`src/rtl/hdb3_tx_ctrl.sv`:
```
// Transmit sequencer for the HDB3 encoder chain: accepts bytes over valid/ready,
// serializes them MSB-first with a one-cycle bit strobe, and drains the V/B window with zero bits.
`timescale 1ns/1ps
module hdb3_tx_ctrl #(
  parameter int CLK_DIV    = 4,
  parameter int FLUSH_BITS = 4,
  parameter int DIV_W      = 8
) (
  input  logic       clk,
  input  logic       rst_n,
  input  logic [7:0] tx_data,
  input  logic       tx_valid,
  input  logic       tx_last,
  output logic       tx_ready,
  output logic       bit_out,
  output logic       bit_en,
  output logic       enc_clr,
  output logic       busy,
  output logic       underrun,
  output logic       frame_done
);

  localparam int BIT_MAX = (FLUSH_BITS > 8) ? FLUSH_BITS : 8;
  localparam int CNT_W   = $clog2(BIT_MAX + 1);

  localparam logic [DIV_W-1:0] DIV_LAST   = DIV_W'(CLK_DIV - 1);
  localparam logic [CNT_W-1:0] DATA_LAST  = CNT_W'(7);
  localparam logic [CNT_W-1:0] FLUSH_LAST = CNT_W'((FLUSH_BITS > 0) ? FLUSH_BITS - 1 : 0);

  typedef enum logic [2:0] {
    S_IDLE,
    S_START,
    S_SHIFT,
    S_NEXT,
    S_FLUSH,
    S_DONE
  } state_e;

  state_e           state_q, state_d;
  logic [7:0]       shreg_q, shreg_d;
  logic             last_q, last_d;
  logic [DIV_W-1:0] div_cnt_q, div_cnt_d;
  logic [CNT_W-1:0] bit_cnt_q, bit_cnt_d;
  logic             first_next_q, first_next_d;

  // NOTE: every signal written here gets a default first, so no path leaves
  // a value unassigned and no latch is inferred.
  always_comb begin
    state_d      = state_q;
    shreg_d      = shreg_q;
    last_d       = last_q;
    div_cnt_d    = div_cnt_q;
    bit_cnt_d    = bit_cnt_q;
    first_next_d = first_next_q;
    tx_ready     = 1'b0;
    bit_out      = 1'b0;
    bit_en       = 1'b0;
    enc_clr      = 1'b0;
    underrun     = 1'b0;
    frame_done   = 1'b0;
    busy         = (state_q != S_IDLE);

    case (state_q)
      S_IDLE: begin
        tx_ready = 1'b1;
        if (tx_valid) begin
          shreg_d = tx_data;
          last_d  = tx_last;
          state_d = S_START;
        end
      end

      S_START: begin
        enc_clr   = 1'b1;
        div_cnt_d = '0;
        bit_cnt_d = '0;
        state_d   = S_SHIFT;
      end

      S_SHIFT: begin
        bit_out = shreg_q[7];
        if (div_cnt_q == DIV_LAST) begin
          bit_en    = 1'b1;
          shreg_d   = {shreg_q[6:0], 1'b0};
          div_cnt_d = '0;
          bit_cnt_d = bit_cnt_q + CNT_W'(1);
          if (bit_cnt_q == DATA_LAST) begin
            bit_cnt_d = '0;
            if (!last_q) begin
              first_next_d = 1'b1;
              state_d      = S_NEXT;
            end else if (FLUSH_BITS == 0) begin
              state_d = S_DONE;
            end else begin
              state_d = S_FLUSH;
            end
          end
        end else begin
          div_cnt_d = div_cnt_q + DIV_W'(1);
        end
      end

      // Waiting here keeps encoder state: a late byte continues the same frame.
      S_NEXT: begin
        tx_ready     = 1'b1;
        first_next_d = 1'b0;
        if (tx_valid) begin
          shreg_d   = tx_data;
          last_d    = tx_last;
          div_cnt_d = '0;
          state_d   = S_SHIFT;
        end else if (first_next_q) begin
          underrun = 1'b1;
        end
      end

      S_FLUSH: begin
        if (div_cnt_q == DIV_LAST) begin
          bit_en    = 1'b1;
          div_cnt_d = '0;
          bit_cnt_d = bit_cnt_q + CNT_W'(1);
          if (bit_cnt_q == FLUSH_LAST) begin
            bit_cnt_d = '0;
            state_d   = S_DONE;
          end
        end else begin
          div_cnt_d = div_cnt_q + DIV_W'(1);
        end
      end

      S_DONE: begin
        frame_done = 1'b1;
        state_d    = S_IDLE;
      end

      default: state_d = S_IDLE;
    endcase
  end

  // NOTE: state registers use non-blocking assignments so every flop samples
  // its _d value from before this edge, independent of statement order.
  always_ff @(posedge clk or negedge rst_n) begin
    if (!rst_n) begin
      state_q      <= S_IDLE;
      shreg_q      <= '0;
      last_q       <= 1'b0;
      div_cnt_q    <= '0;
      bit_cnt_q    <= '0;
      first_next_q <= 1'b0;
    end else begin
      state_q      <= state_d;
      shreg_q      <= shreg_d;
      last_q       <= last_d;
      div_cnt_q    <= div_cnt_d;
      bit_cnt_q    <= bit_cnt_d;
      first_next_q <= first_next_d;
    end
  end

endmodule

```
`config.mk`:
```
export PLATFORM = sky130hd
export DESIGN_NAME = hdb3_tx_ctrl
export DESIGN_NICKNAME = d
export VERILOG_FILES = /design/src/rtl/hdb3_tx_ctrl.sv
export SDC_FILE = /design/constraint.sdc
export NUM_CORES = 1
export LEC_CHECK = 0
export ABC_CLOCK_PERIOD_IN_PS = 2700
export BUFFER_PORTS_ARGS = -buffer_cell sky130_fd_sc_hd__buf_2
export CORE_MARGIN = 5
export CORE_UTILIZATION = 33
export DETAILED_ROUTE_END_ITERATION = 12
export GPL_TIMING_DRIVEN = 0
export HOLD_SLACK_MARGIN = 0.03
export PLACE_DENSITY = 0.62
export SYNTH_ARGS = -nofsm -noshare
export SYNTH_HDL_FRONTEND = slang
export SYNTH_SLANG_ARGS = --single-unit
```
`constraint.sdc`:
```
create_clock -name clk -period 2.7 [get_ports clk]
set_input_delay 0.135 -clock clk [delete_from_list [all_inputs] [get_ports clk]]
set_output_delay 0.135 -clock clk [all_outputs]
set_load 0.05 [all_outputs]
```
==> summary.log, run 1 <==
[logic_synthesis] Synth Warn # 0
[setup_path] crit start category flop
[logic_synthesis] Post-synth top cells dfrtp_1, mux2_2, nand2_1, nor2_1
[grt] first-pass GRT wire length 5660 um
[route] via/cell ratio 5.33
[floorplan] Die Wd 78.1 um
[power] IR Drop Worst-Case VDD 0.329 mV
[sta] number of hold-slack violations in the final timing report 0
[sta] sum of negative setup slack 0 ps
[sta] maximum clock skew at final layout 6.86 ps
[placed_design] final HPWL from detailed placement 2300 um
[logic_synthesis] predominant post-synthesis flop cell dfrtp_1
[clock_network] clock tree from TritonCTS built
[setup_path] Required @ worst endpoint 2870 ps
[placed_design] total of buffers placed on input and output ports 18
[logic_synthesis] number of enable flip-flop cells after synthesis 0
[floorplan] Die Height 78.1 um
[route] DRC violation total after the first TritonRoute iteration 59
[setup_path] Worst setup EP type flop
[floorplan] die footprint 6100 sq um
[clock_network] clock tree buffer depth 2
[finish] Net count, final 193
[logic_synthesis] most area-hungry cell type in the Yosys netlist dfrtp_1
[setup_path] slowest cell on the critical path a221oi_4
[clock_network] post-CTS clock slew at the launch and capture registers of the worst setup and hold paths 90 ps
[logic_synthesis] number of distinct library cells after synthesis 43
[sta] slew at the pin closest to its max-slew limit 616 ps
[grt] number of global-route vias before repair 1,171
[grt] GR Overflow Total 0
[clock_network] CTS H-tree depth 1
[route] Pre-Repair DR Iteration Count 4
[clock_network] number of sinks handled by clock tree synthesis 25
[flow_run] reported max-cap violation count 0
[floorplan] starting utilization of the core area 34.7%
[setup_path] longest individual stage delay on the worst path 500 ps
[logic_synthesis] FFs w/ async S/R, synth 100%
[finish] proportion of layout cells with a drive suffix above 1 27.0%
[setup_path] cell family with most CP delay compound AO/OA/AOI/OAI gates
[clock_network] Clk Tree Root Cell clkbuf_8
[floorplan] Placeable Area 4410 sq um
[min_path] path type of the worst min-delay path in2reg
[sta] Tmin final 2160 ps
[sta] unrepaired setup endpoints after global routing no
[finish] number of inserted filler cells in the final layout 443
[logic_synthesis] number of synthesized register bits 25
[power] leakage power figure 0.000754 uW
[status] result of the run finished clean
[route] drt wl/cell 13.9 um
[setup_path] data arrival time of the critical path 2330 ps
[logic_synthesis] part of the Yosys area used for sequential elements 40.9%
[floorplan] count of standard-cell rows 24
[placed_design] gpl congestion 0.789
[finish] Final Instance Area 1740 sq um
[sta] Period Utilization, post-route 80.1%
[logic_synthesis] net count after synthesis 169
[setup_path] worst path bufs/invs 0
[logic_synthesis] area fraction of the dominant cell type after synthesis 40.9%
[route] sum of routed wire length over all layers 3190 um
[route] total via count in the routed design 1,226
[min_path] worst hold path startpoint tx_last
[logic_synthesis] cell with the most instances after synthesis dfrtp_1
[setup_path] Setup CP Type reg2reg
[setup_path] Crit. Startpoint div_cnt_q[0]$_DFFE_PN0P_
[sta] final count of negative-setup-slack endpoints 0
[setup_path] critical path cell sequence ha_1 -> nor4b_4 -> nand3_2 -> a221oi_4 -> mux2_2
[logic_synthesis] Mean Syn Cell Area 9.87 sq um
[finish] layout overhead on the synthesized area 13.7%
[setup_path] worst reg2reg path startpoint div_cnt_q[0]$_DFFE_PN0P_
[finish] share of the core filled with cells 39.4%
[sta] max-slew violation count 0
[grt] pin count of the biggest net entering global routing 26
[route] post-detailed-route count of antenna-violating nets 0
[route] Post-route DRC 0
[grt] number of antenna violations at the first check in global routing 0
[logic_synthesis] count of mapped cells out of synthesis 155
[sta] relative slew slack 58.9%
[logic_synthesis] ranking of synthesized cells by area dfrtp_1, mux2_2, o31ai_1, nand2_1, a21oi_1
[finish] diode insertion count for antenna repair 0
[clock_network] clock latency on the worst-skew pair 280 ps
[sta] upper clock frequency limit 0.463 GHz
[floorplan] number of top-level pins 19
[power] power density relative to cell area 814 nW/um^2
[clock_network] CTS buffer count 3
[setup_path] peak fanout along the critical path 8
[grt] all-layer global routing usage 11.2%
[clock_network] Post-CTS Setup Bufs 0
[logic_synthesis] area of the mapped netlist 1530 sq um
[placed_design] Area after DPL 1690 sq um
==> flip-flops by register name (all words and copies together) (netlist names) <==
| signal | count |
|---|---|
| bit_cnt_q | 4 |
| first_next_q | 1 |
| state_q | 3 |
| div_cnt_q | 8 |
| last_q | 1 |
| shreg_q | 8 |
==> cell type report <==
class                           count  area (sq um)  area share (%)
Sequential cell                    25           626            35.9
Clock buffer                        4          45.0            2.59
Timing Repair Buffer               19           100            5.75
Tap cell                           52          65.1            3.74
Inverter                            8          30.0            1.73
Buffer                              8          33.8            1.94
Multi-Input combinational cell    114           841            48.3
==> power breakdown <==
group	total, uW	switching [uW]	leakage [uW]	internal, uW
Sequential	599	107	0.000322	492
Combinational	585	303	0.000409	282
Clock	232	126	0.0000228	106
Total	1420	536	0.000754	880
==> metrics by stage <==
| step | power (uW) | hold WS [ps] | cells | setup slack (ps) |
|---|---|---|---|---|
| after floorplan | 1060 | -161 | 155 | 40.7 |
| after CTS | 1440 | 89.5 | 230 | 513 |
| after detailed placement | 1200 | 173 | 225 | 532 |
| after global placement | 1190 | 177 | 225 | 522 |
| final | 1420 | 92.0 | 230 | 538 |
| after global routing | 1540 | 84.9 | 230 | 381 |
==> logic make-up (layout without fill, tap and decap cells) <==
logic type	count (synthesis)	in the layout	synth area share [%]
compound gates	35	35	16.8
buf+inv	16	39	4.17
fa+ha+maj	2	2	1.64
simple gates	54	54	20.5
flops	25	25	40.9
xor+xnor	4	4	2.29
mux	19	19	13.7
==> worst paths after layout <==
kind	to	slack [ps]	depth (start not counted)
setup / recovery	shreg_q[4]$_DFFE_PN0P_	540	5
hold / removal	last_q$_DFFE_PN0P_	90	2
setup reg to reg	shreg_q[4]$_DFFE_PN0P_	540	5
hold reg to reg	shreg_q[7]$_DFFE_PN0P_	510	1
max in group asynchronous	bit_cnt_q[2]$_DFFE_PN0P_	1940	2
min in group asynchronous	shreg_q[2]$_DFFE_PN0P_	370	2
==> layout by cell type (no fill, tap or decap), types with 4 or more instances in the layout <==
cell type and instances:
o21ai_0 6, dfrtp_1 25, nand2_1 13, mux2_2 16, clkbuf_1 5, nor2_1 9
inv_1 8, buf_2 21, o31ai_1 8, a21oi_1 8, or4_1 4
==> timing repair <==
item                      in CTS  in global routing
hold buffers                   1                  0
resized for setup              0                  0
hold endpoints to repair      25                  0
==> per-layer routing <==
metal | vias to the layer above | GRT usage [%] | part of all wire (%)
li1 | 618 | - | -
met1 | 578 | 15.9 | 50
met2 | 25 | 16.9 | 44
met3 | 5 | 2.40 | 4.1
met4 | 0 | 3.55 | 1.3
met5 | - | 0 | 0
Note: power is estimated with default switching activity, not from simulation.
==> inputs of run 2 (changes only) <==
--- a/config.mk
+++ b/config.mk
@@ -5,7 +5,7 @@
 export SDC_FILE = /design/constraint.sdc
 export NUM_CORES = 1
 export LEC_CHECK = 0
-export ABC_CLOCK_PERIOD_IN_PS = 2700
+export ABC_CLOCK_PERIOD_IN_PS = 2009
 export BUFFER_PORTS_ARGS = -buffer_cell sky130_fd_sc_hd__buf_2
 export CORE_MARGIN = 5
 export CORE_UTILIZATION = 33
==> constraint.sdc (replaced) <==
create_clock -name clk -period 2.01 [get_ports clk]
set_input_delay 0.1005 -clock clk [delete_from_list [all_inputs] [get_ports clk]]
set_output_delay 0.1005 -clock clk [all_outputs]
set_load 0.05 [all_outputs]
==> run 2 against run 1 <==
Effect of this change: clock power is 37% higher; maximum frequency grew 13%; total power grew 46%; critical path depth is 1 higher; critical path type unchanged; critical endpoint is now shreg_q[3]$_DFFE_PN0P_; largest cell class unchanged.
==> summary.log, run 2 (synthesized netlist as in run 1, its figures left out) <==
[status] result of the run finished clean
[sta] number of hold-slack violations in the final timing report 0
[finish] Final Instance Area 1860 sq um
[setup_path] peak fanout along the critical path 10
[floorplan] count of standard-cell rows 24
[placed_design] total of buffers placed on input and output ports 18
[sta] Period Utilization, post-route 95.4%
[sta] maximum clock skew at final layout 1.83 ps
[finish] biggest registers after layout div_cnt_q x8, shreg_q x8, bit_cnt_q x4
[setup_path] worst-case register-to-register setup slack 90 ps
[grt] number of antenna violations at the first check in global routing 0
[grt] number of global-route vias before repair 1,222
[grt] all-layer global routing usage 11.4%
[clock_network] CTS H-tree depth 1
[clock_network] Clk Tree Root Cell clkbuf_8
[min_path] number of stages on the worst hold path 2
[sta] max-slew violation count 0
[floorplan] number of top-level pins 19
[route] Pre-Repair DR Iteration Count 4
[min_path] path type of the worst min-delay path in2reg
[clock_network] clock tree from TritonCTS built
[setup_path] data arrival time of the critical path 2090 ps
[flow_run] reported max-cap violation count 0
[setup_path] longest individual stage delay on the worst path 370 ps
[placed_design] gpl congestion 0.775
[clock_network] clock tree buffer depth 2
[route] Post-route DRC 0
[finish] layout overhead on the synthesized area 21.7%
[placed_design] Area after DPL 1700 sq um
[min_path] worst hold path startpoint tx_last
[floorplan] die footprint 6100 sq um
[sta] slew at the pin closest to its max-slew limit 620 ps
[power] IR Drop Worst-Case VDD 0.490 mV
[floorplan] Die Wd 78.1 um
[floorplan] Die Height 78.1 um
[grt] first-pass GRT wire length 5800 um
[route] drt wl/cell 14.2 um
[placed_design] final HPWL from detailed placement 2300 um
[setup_path] critical path cell sequence clkbuf_1 -> xor2_1 -> nor2_2 -> clkbuf_4 -> mux2_2 -> mux2_2
[power] leakage power figure 0.000802 uW
[setup_path] slowest cell on the critical path dfrtp_1
[floorplan] Placeable Area 4410 sq um
[finish] diode insertion count for antenna repair 0
[sta] final worst hold slack 56.5 ps
[clock_network] CTS buffer count 3
[power] power density relative to cell area 1110 nW/um^2
[clock_network] number of sinks handled by clock tree synthesis 25
[setup_path] Worst setup EP type flop
[sta] upper clock frequency limit 0.521 GHz
[setup_path] worst reg2reg path depth 6
[setup_path] worst reg2reg path startpoint state_q[0]$_DFFE_PN0P_
[setup_path] Required @ worst endpoint 2180 ps
[finish] number of inserted filler cells in the final layout 419
[route] sum of routed wire length over all layers 3330 um
[finish] proportion of layout cells with a drive suffix above 1 35.5%
[route] DRC violation total after the first TritonRoute iteration 63
[sta] final count of negative-setup-slack endpoints 0
[setup_path] crit start category flop
[clock_network] post-CTS clock slew at the launch and capture registers of the worst setup and hold paths 90 ps
[sta] sum of negative setup slack 0 ps
[grt] GR Overflow Total 0
[finish] top library cells by usage in the layout, fill and taps aside dfrtp_1, buf_2, mux2_2, nand2_1
[finish] Net count, final 198
[route] total via count in the routed design 1,270
[route] via/cell ratio 5.40
[min_path] Worst Hold End last_q$_DFFE_PN0P_
[floorplan] starting utilization of the core area 34.7%
[sta] Tmin final 1920 ps
[setup_path] most repeated library cell on the critical path mux2_2
[route] post-detailed-route count of antenna-violating nets 0
[finish] share of the core filled with cells 42.2%
[power] overall power 2070 uW
[sta] relative slew slack 58.6%
[setup_path] destination of the worst register-to-register timing path shreg_q[3]$_DFFE_PN0P_
[finish] most common cell after layout, fill and taps aside dfrtp_1
[setup_path] Setup CP Type reg2reg
[grt] pin count of the biggest net entering global routing 26
[clock_network] clock latency on the worst-skew pair 280 ps
[run 2: worst max path at each step]
stage	to	start	slack [ps]
after global routing	shreg_q[2]$_DFFE_PN0P_	state_q[0]$_DFFE_PN0P_	-20
final	shreg_q[3]$_DFFE_PN0P_	state_q[0]$_DFFE_PN0P_	90
after global placement	shreg_q[1]$_DFFE_PN0P_	div_cnt_q[0]$_DFFE_PN0P_	-160
after floorplan	bit_cnt_q[2]$_DFFE_PN0P_	state_q[2]$_DFFE_PN0P_	-70
after CTS	div_cnt_q[2]$_DFFE_PN0P_	state_q[2]$_DFFE_PN0P_	-7
after detailed placement	shreg_q[4]$_DFFE_PN0P_	div_cnt_q[0]$_DFFE_PN0P_	-170
[run 2: per-stage QoR]
step,instances,worst slack (ps)
3_5_place_dp,225,-173
3_3_place_gp,225,-158
4_1_cts,234,-7.11
2_1_floorplan,155,-66.9
5_1_grt,235,-20.4
6_report,235,91.7
[run 2: routing by layer]
metal | GRT usage (%) | part of all wire (%) | wire length [um]
met1 | 16.8 | 50 | 1650
met2 | 16.8 | 46 | 1530
met3 | 2.63 | 3.6 | 119
met4 | 3.04 | 0.75 | 25
met5 | 0 | 0 | 0
[run 2: report_power, final]
group	switching (uW)	internal, uW
Combinational	469	488
Clock	176	141
Sequential	136	661
Total	782	1290
[run 2: what timing repair did]
item	4_1_cts	5_1_grt
setup buffers	4	2
setup endpoints to repair	9	17
pin swaps	1	2
endpoints found under the hold margin	25	0
hold buffers	1	0
gates resized for setup	3	12
[run 2: final cells by class]
cell class,count,area [sq um],area share (%)
clock buffers,3,41.3,2.22
plain buffers,7,40.0,2.15
repair buffers,25,158,8.47
well taps,52,65.1,3.49
clock inverters,1,7.51,0.403
flip-flops and latches,25,626,33.6
inverters,8,30.0,1.61
multi-input cells,114,895,48.1
[run 2: worst max-delay path, delay by kind of cell (launching register included)]
kind / cells / cell delay (ps)
buf+inv: 2 / 430
simple gates: 1 / 210
xor+xnor: 1 / 200
flops: 1 / 370
mux: 2 / 610
==> inputs of run 3 (changes only) <==
--- a/config.mk
+++ b/config.mk
@@ -8,11 +8,11 @@
 export ABC_CLOCK_PERIOD_IN_PS = 2009
 export BUFFER_PORTS_ARGS = -buffer_cell sky130_fd_sc_hd__buf_2
 export CORE_MARGIN = 5
-export CORE_UTILIZATION = 33
+export CORE_UTILIZATION = 57
 export DETAILED_ROUTE_END_ITERATION = 12
 export GPL_TIMING_DRIVEN = 0
 export HOLD_SLACK_MARGIN = 0.03
-export PLACE_DENSITY = 0.62
+export PLACE_DENSITY = 0.91
 export SYNTH_ARGS = -nofsm -noshare
 export SYNTH_HDL_FRONTEND = slang
 export SYNTH_SLANG_ARGS = --single-unit
==> run 3 against run 2 <==
Effect of this change: die area decreased by 37%; largest power group unchanged; worst hold slack improved by 61 ps; routed wire length increased by 8.8%; global-route usage increased by 11 points.
==> summary.log, run 3 (synthesized netlist as in run 1, its figures left out) <==
[status] result of the run finished clean
[floorplan] Die Wd 61.8 um
[min_path] path type of the worst min-delay path in2reg
[sta] Tmin final 1950 ps
[route] DRC violation total after the first TritonRoute iteration 53
[sta] max-slew violation count 0
[route] wire length on met2 1850 um
[clock_network] CTS H-tree depth 1
[setup_path] Setup CP Type reg2reg
[power] IR Drop Worst-Case VDD 0.874 mV
[clock_network] clock latency on the worst-skew pair 330 ps
[finish] Net count, final 202
[setup_path] crit start category flop
[floorplan] Die Height 61.8 um
[sta] maximum clock skew at final layout 1.91 ps
[sta] Period Utilization, post-route 97.1%
[clock_network] clock tree from TritonCTS built
[sta] number of hold-slack violations in the final timing report 0
[grt] GR Overflow Total 0
[finish] biggest registers after layout div_cnt_q x8, shreg_q x8, bit_cnt_q x4
[sta] final count of negative-setup-slack endpoints 0
[floorplan] Placeable Area 2520 sq um
[placed_design] final HPWL from detailed placement 2480 um
[finish] diode insertion count for antenna repair 0
[setup_path] Required @ worst endpoint 2240 ps
[route] sum of routed wire length over all layers 3620 um
[placed_design] total of buffers placed on input and output ports 18
[clock_network] number of sinks handled by clock tree synthesis 25
[grt] number of global-route vias before repair 1,368
[clock_network] clock tree buffer depth 2
[route] Met3 Routed Length 199 um
[route] post-detailed-route count of antenna-violating nets 0
[finish] proportion of layout cells with a drive suffix above 1 35.3%
[route] M1 wire length 1540 um
[floorplan] die footprint 3820 sq um
[clock_network] Clk Tree Root Cell clkbuf_4
[sta] upper clock frequency limit 0.512 GHz
[clock_network] CTS buffer count 3
[grt] number of antenna violations at the first check in global routing 0
[clock_network] post-CTS clock slew at the launch and capture registers of the worst setup and hold paths 140 ps
[grt] all-layer global routing usage 22.4%
[route] via/cell ratio 6.18
[floorplan] count of standard-cell rows 18
[route] Post-route DRC 0
[route] Pre-Repair DR Iteration Count 4
[power] leakage power figure 0.000814 uW
[setup_path] peak fanout along the critical path 8
[setup_path] data arrival time of the critical path 2180 ps
[grt] pin count of the biggest net entering global routing 26
[floorplan] number of top-level pins 19
[setup_path] Worst setup EP type flop
[finish] share of the core filled with cells 73.4%
[route] drt wl/cell 16.7 um
[finish] Final Instance Area 1850 sq um
[sta] relative slew slack 61.7%
[power] power density relative to cell area 1110 nW/um^2
[sta] slew at the pin closest to its max-slew limit 574 ps
[route] top sig layer met4
[finish] most common cell after layout, fill and taps aside dfrtp_1
[flow_run] reported max-cap violation count 0
[route] total via count in the routed design 1,341
[placed_design] gpl congestion 0.895
[grt] first-pass GRT wire length 6300 um
[floorplan] starting utilization of the core area 60.7%
[placed_design] Area after DPL 1670 sq um
[finish] top library cells by usage in the layout, fill and taps aside dfrtp_1, buf_2, mux2_2, nand2_1
[finish] layout overhead on the synthesized area 20.9%
[run 3: changes by cell type in the layout (fill, tap and decap cells not counted)]
cell / change
nor4_2: +1
clkinvlp_4: -1
nor4_4: -1
clkbuf_2: +2
clkbuf_4: +2
clkbuf_8: -3
buf_6: +1
nor3_2: -1
nor3_4: +1
clkbuf_1: +1
dlygate4sd3_1: +2
buf_4: +3
buf_2: -3
[run 3: worst paths after layout]
path                            cells past startpoint  slack (ps)                     start                        to
worst max register to register                      6          60  div_cnt_q[0]$_DFFE_PN0P_    shreg_q[6]$_DFFE_PN0P_
worst min register to register                      1         530    shreg_q[5]$_DFFE_PN0P_    shreg_q[5]$_DFFE_PN0P_
worst max-delay path                                6          60  div_cnt_q[0]$_DFFE_PN0P_    shreg_q[6]$_DFFE_PN0P_
worst min-delay path                                3         120                tx_data[5]    shreg_q[5]$_DFFE_PN0P_
min in group asynchronous                           2         280                     rst_n  div_cnt_q[7]$_DFFE_PN0P_
max in group asynchronous                           2        1360                     rst_n  first_next_q$_DFFE_PN0P_
[run 3: power breakdown]
part,switching [uW],leakage (uW),internal [uW]
clock,161,0.0000150,78.1
combinational,493,0.000477,502
sequential,151,0.000322,660
total,804,0.000814,1240
[run 3: through the flow]
stage                     total power [uW]  worst slack (ps)  hold WS (ps)  cells  TNS, ps
after global placement                1570             -94.9           112    203     -658
after floorplan                       1430             -66.9          -195    155    -66.9
final                                 2050              58.6           118    217        0
after detailed placement              1630              -165           126    203    -1020
after CTS                             1950              2.54           115    213        0
after global routing                  2190             -28.7           110    217     -122
[run 3: what timing repair did]
action | in CTS | in global routing
endpoints found under the hold margin | 27 | 0
gates resized for setup | 2 | 20
hold buffers | 3 | 0
pin swaps | 2 | 2
setup endpoints to repair | 9 | 18
buffers inserted | 3 | 4
[run 3: cell type report]
cell class / count / area (sq um)
clock buffer: 4 / 26.3
fill: 166 / 672
buffer: 8 / 42.5
sequential: 25 / 626
timing repair buffer: 28 / 196
tap: 30 / 37.5
multi-input combinational: 114 / 892
inverter: 8 / 30.0
[run 3: worst max-delay path, stage by stage (launching register included)]
cell      delay [ps]
dfrtp_1          400
ha_2             220
nor4b_4          310
nand3_2          150
a221oi_4         280
buf_12           160
mux2_2           340
[run 3: metal layers]
layer	up-vias	GRT usage [%]
met2	52	39.3
met4	0	6.97
met3	2	3.31
li1	639	-
met5	-	0
met1	648	28.3
